--- config.mk ---
export PLATFORM = sky130hd
export DESIGN_NAME = serial_byte_rx
export DESIGN_NICKNAME = d
export VERILOG_FILES = /design/src/rtl/serial_byte_rx.sv
export SDC_FILE = /design/constraint.sdc
export NUM_CORES = 1
export LEC_CHECK = 0
export ABC_CLOCK_PERIOD_IN_PS = 2900
export BUFFER_PORTS_ARGS = -buffer_cell sky130_fd_sc_hd__buf_2
export CAP_MARGIN = 20
export CORE_ASPECT_RATIO = 1.75
export CORE_UTILIZATION = 39
export DETAILED_ROUTE_END_ITERATION = 8
export GPL_TIMING_DRIVEN = 0
export PLACE_DENSITY_LB_ADDON = 0.15
export REMOVE_ABC_BUFFERS = 1
export SLEW_MARGIN = 20
export SYNTH_ARGS = -nofsm -noshare
export SYNTH_HDL_FRONTEND = slang
export SYNTH_SLANG_ARGS = --single-unit
--- constraint.sdc ---
create_clock -name clk -period 2.9 [get_ports clk]
set_input_delay 0 -clock clk [delete_from_list [all_inputs] [get_ports clk]]
set_output_delay 0 -clock clk [all_outputs]
set_load 0.05 [all_outputs]
--- src/rtl/serial_byte_rx.sv ---
// Serial frame receiver: start(0), 8 data bits LSB first, stop(1) on an idle-high line.
// Emits the assembled byte with a one-cycle valid strobe, or a one-cycle frame_err on a bad stop bit.
module serial_byte_rx #(
  parameter int BIT_CYCLES = 16
) (
  input  logic       clk,
  input  logic       rst,
  input  logic       rx,
  output logic [7:0] data,
  output logic       valid,
  output logic       frame_err,
  output logic       busy
);

  localparam int H  = BIT_CYCLES / 2;
  localparam int CW = $clog2(BIT_CYCLES);

  localparam logic [CW-1:0] HALF_LAST = CW'(H - 1);
  localparam logic [CW-1:0] BIT_LAST  = CW'(BIT_CYCLES - 1);
  localparam logic [CW-1:0] CYC_ONE   = CW'(1);

  localparam logic [1:0] IDLE  = 2'd0;
  localparam logic [1:0] START = 2'd1;
  localparam logic [1:0] DATA  = 2'd2;
  localparam logic [1:0] STOP  = 2'd3;

  logic [1:0]    state;
  logic [CW-1:0] cyc_cnt;
  logic [2:0]    bit_cnt;
  logic [7:0]    sh;
  logic          rx_q1;
  logic          rx_s;

  assign busy = (state != IDLE);

  // NOTE: all state uses non-blocking assignments so every flop samples pre-edge values,
  // which is what makes rx_q1 -> rx_s a true two-stage synchronizer.
  always_ff @(posedge clk) begin
    if (rst) begin
      rx_q1     <= 1'b1;
      rx_s      <= 1'b1;
      state     <= IDLE;
      cyc_cnt   <= '0;
      bit_cnt   <= '0;
      sh        <= '0;
      data      <= '0;
      valid     <= 1'b0;
      frame_err <= 1'b0;
    end else begin
      rx_q1     <= rx;
      rx_s      <= rx_q1;
      // Strobes default low so each fires for exactly the one cycle it is set.
      valid     <= 1'b0;
      frame_err <= 1'b0;

      case (state)
        IDLE: begin
          if (!rx_s) begin
            state   <= START;
            cyc_cnt <= '0;
          end
        end

        START: begin
          if (cyc_cnt == HALF_LAST) begin
            cyc_cnt <= '0;
            bit_cnt <= '0;
            // A start bit that is high again at its midpoint was only a glitch.
            state   <= rx_s ? IDLE : DATA;
          end else begin
            cyc_cnt <= cyc_cnt + CYC_ONE;
          end
        end

        DATA: begin
          if (cyc_cnt == BIT_LAST) begin
            sh      <= {rx_s, sh[7:1]};
            cyc_cnt <= '0;
            if (bit_cnt == 3'd7) begin
              state <= STOP;
            end else begin
              bit_cnt <= bit_cnt + 3'd1;
            end
          end else begin
            cyc_cnt <= cyc_cnt + CYC_ONE;
          end
        end

        STOP: begin
          if (cyc_cnt == BIT_LAST) begin
            cyc_cnt <= '0;
            state   <= IDLE;
            if (rx_s) begin
              data  <= sh;
              valid <= 1'b1;
            end else begin
              frame_err <= 1'b1;
            end
          end else begin
            cyc_cnt <= cyc_cnt + CYC_ONE;
          end
        end

        default: state <= IDLE;
      endcase
    end
  end

endmodule

==> impl_metrics.env <==
export IMPL_final_nets=161
export IMPL_synth_edf_count=0
export IMPL_combPwrFrac=0.035
export IMPL_syn2layout_area_growth_pct=12.6
export IMPL_path_cells="or3b_4, a21oi_4, mux2i_1"
export IMPL_n_fill_cell=323
export IMPL_start_kind="flop"
export IMPL_criticalPathCategory="flop to flop"
export IMPL_p_per_area_nw_per_um2=555
export IMPL_min_from="rst"
export IMPL_path_buf_inv=0
export IMPL_yosys_top_cells_area="dfxtp_1 (45%), nand3_1 (8.6%), a21oi_1 (7.0%)"
export IMPL_first_pass_iters=4
export IMPL_drt_initial_drc_count=27
export IMPL_yosys_warnings=0
export IMPL_grt_pass1_wl_mm=4.45
export IMPL_die_x_microns=45.4
export IMPL_seqCellArea_sq_um=581
export IMPL_cts_root_buf="clkbuf_8"
export IMPL_wl_mm=2.62
export IMPL_r2r_start="state[0]"
export IMPL_finalSetupTns_ps=0
export IMPL_tritoncts_num_buffers=5
export IMPL_wl_per_cell_microns=13.2
export IMPL_grt_setup_unrepaired="false"
export IMPL_netlist_instances=147
export IMPL_worst_ep_required_time_ps=3110
export IMPL_clk_latency_ps=290
export IMPL_finalClockSkew_ps=3.77
export IMPL_tightest_slew_ps=677
export IMPL_hold_worst_slack_ps=154
export IMPL_drive_above_1_share=0.179
export IMPL_die_h_microns=77.9
export IMPL_cpPeakStageDelay_ps=750
export IMPL_leakagePower_nw=0.528
export IMPL_synth_most_common_cell="dfxtp_1"
export IMPL_initial_core_util=0.409
export IMPL_std_cell_rows=27
export IMPL_clkPwrFrac=0.457
export IMPL_htree_levels=2
export IMPL_clk_pin_slew_worst_paths_ps=60
export IMPL_cts_resized=0
export IMPL_grt_overflow_total=0
export IMPL_synth_top_area_share=0.452
export IMPL_dieArea_sq_um=3540
export IMPL_num_vias=1070
export IMPL_ctsLongestPathBuffers=2
export IMPL_max_freq_ghz=0.587
export IMPL_p_switching_mw=0.178
export IMPL_globalplace_congestion=0.747
export IMPL_synth_seq_cells=29
export IMPL_drv_cap=0
export IMPL_ys_seq_area_frac=0.452
export IMPL_io_pin_count=14
export IMPL_async_flop_share=0
export IMPL_ir_drop_uv=345
export IMPL_cp_top_family="flip-flops"
export IMPL_switching_share=0.222
export IMPL_cts_sinks=29
export IMPL_dp_final_hpwl_mm=1.71
export IMPL_core_sq_um=3140
export IMPL_drc=0
export IMPL_startpoint="state[0]"
export IMPL_hold_path_class="input port to flop"
export IMPL_seqPwrFrac=0.509
export IMPL_syn_area_per_cell_sq_um=8.74
export IMPL_synth_ff_type="dfxtp_1"
export IMPL_grt_max_degree=27
export IMPL_fin_crit_sh=0.587
export IMPL_worstPathArrival_ps=1910
export IMPL_post_cts_setup_buffer_count=0
export IMPL_cp_max_fo=23
export IMPL_synth_cell_types=35
export IMPL_n_antenna_cell=0
export IMPL_critPathSlowestCell="dfxtp_1"
export IMPL_finalSetupViolCount=0
export IMPL_status="complete, no violations"
export IMPL_drv_slew=0
export IMPL_vias_per_cell=5.38
export IMPL_yosys_top_cells_count="dfxtp_1 (29), nand3_1 (22), a21oi_1 (18)"
export IMPL_antenna_found_initial=0
export IMPL_grt_use_total=0.173
export IMPL_multi_input_area_sq_um=624
export IMPL_io_buffers=13
export IMPL_setup_slack_ps=1200
export IMPL_endpoint_kind="flop"
export IMPL_maxSlewHeadroom=0.548
export IMPL_dp_slack_ps=1240
export IMPL_min_period_ps=1700
export IMPL_antenna_left=0
export IMPL_syn_area_sq_um=1280
export IMPL_cts_tree="built"
export IMPL_p_int_mw=0.624
export IMPL_hold_viol_final=0
export IMPL_synth_largest_area_cell="dfxtp_1"
export IMPL_grt_pass1_vias=980
==> what timing repair did <==
| action | 4_1_cts | 5_1_grt |
|---|---|---|
| setup endpoints to repair | 0 | 0 |
| hold buffers | 1 | 0 |
| hold endpoints to repair | 1 | 0 |
==> cell usage in the layout, fill, tap and decap left out, types with 2 or more instances in the layout <==
cell      Yosys  routed
dfxtp_1      29      29
nand3_1      22      22
a21oi_1      18      18
o21ai_0      17      17
buf_2         7      13
nand2_1       7       7
clkbuf_8      0       7
mux2i_1       4       4
nor2_1        4       4
or2_2         3       3
inv_1         3       3
ha_1          3       3
and4_1        2       2
nor2b_1       2       2
a211oi_1      2       2
==> final timing paths <==
kind	to	slack, ps	depth (start not counted)
worst max-delay path	bit_cnt[1]	1200	3
worst min-delay path	cyc_cnt[1]	150	2
worst max register to register	bit_cnt[1]	1200	3
worst min register to register	rx_s	400	1
==> state kept, by name (all words and copies together) (netlist names), named ones only <==
signal and count:
rx_s 1, data 8, cyc_cnt 4, valid 1, bit_cnt 3, sh 8, frame_err 1, state 1
rx_q1 1
==> layout make-up <==
type                            count  share of cell area
Clock buffer                        7              0.0666
Sequential cell                    29               0.401
Inverter                            3             0.00779
Tap cell                           43              0.0372
Clock inverter                      1             0.00346
Multi-Input combinational cell    102               0.432
Timing Repair Buffer               14              0.0519
==> routing by layer <==
layer	track usage	share of wire
met2	0.273	0.51
met3	0.0558	0.037
met5	0	0
met4	0.100	0.026
met1	0.193	0.43
==> power groups by stage <==
stage	combinational [mW]	clock [mW]	sequential (mW)
after floorplan	0.0168	0	0.415
final	0.0277	0.366	0.408
after CTS	0.0280	0.377	0.408
after global placement	0.0267	0	0.417
after detailed placement	0.0269	0	0.417
after global routing	0.0311	0.399	0.409
==> kinds of logic after synthesis <==
kind of cell               count (synthesis)  share of synthesized area
DFF                                       29                      0.452
AOI/OAI and AO/OA                         44                      0.200
muxes                                      4                     0.0312
adders and majority gates                  3                     0.0292
and+or+nand+nor                           51                      0.226
buffers and inverters                     16                     0.0623
==> metrics by stage <==
stage | instance area, sq um | power (mW) | utilization | std cells
floorplan | 1220 | 0.432 | - | 134
global placement | 1340 | 0.443 | 0.425 | 190
detailed placement | 1340 | 0.444 | 0.425 | 190
CTS | 1450 | 0.813 | 0.460 | 199
global route | 1450 | 0.839 | 0.460 | 199
finish | 1450 | 0.802 | 0.460 | 199
(Power assumes the default switching activity.)
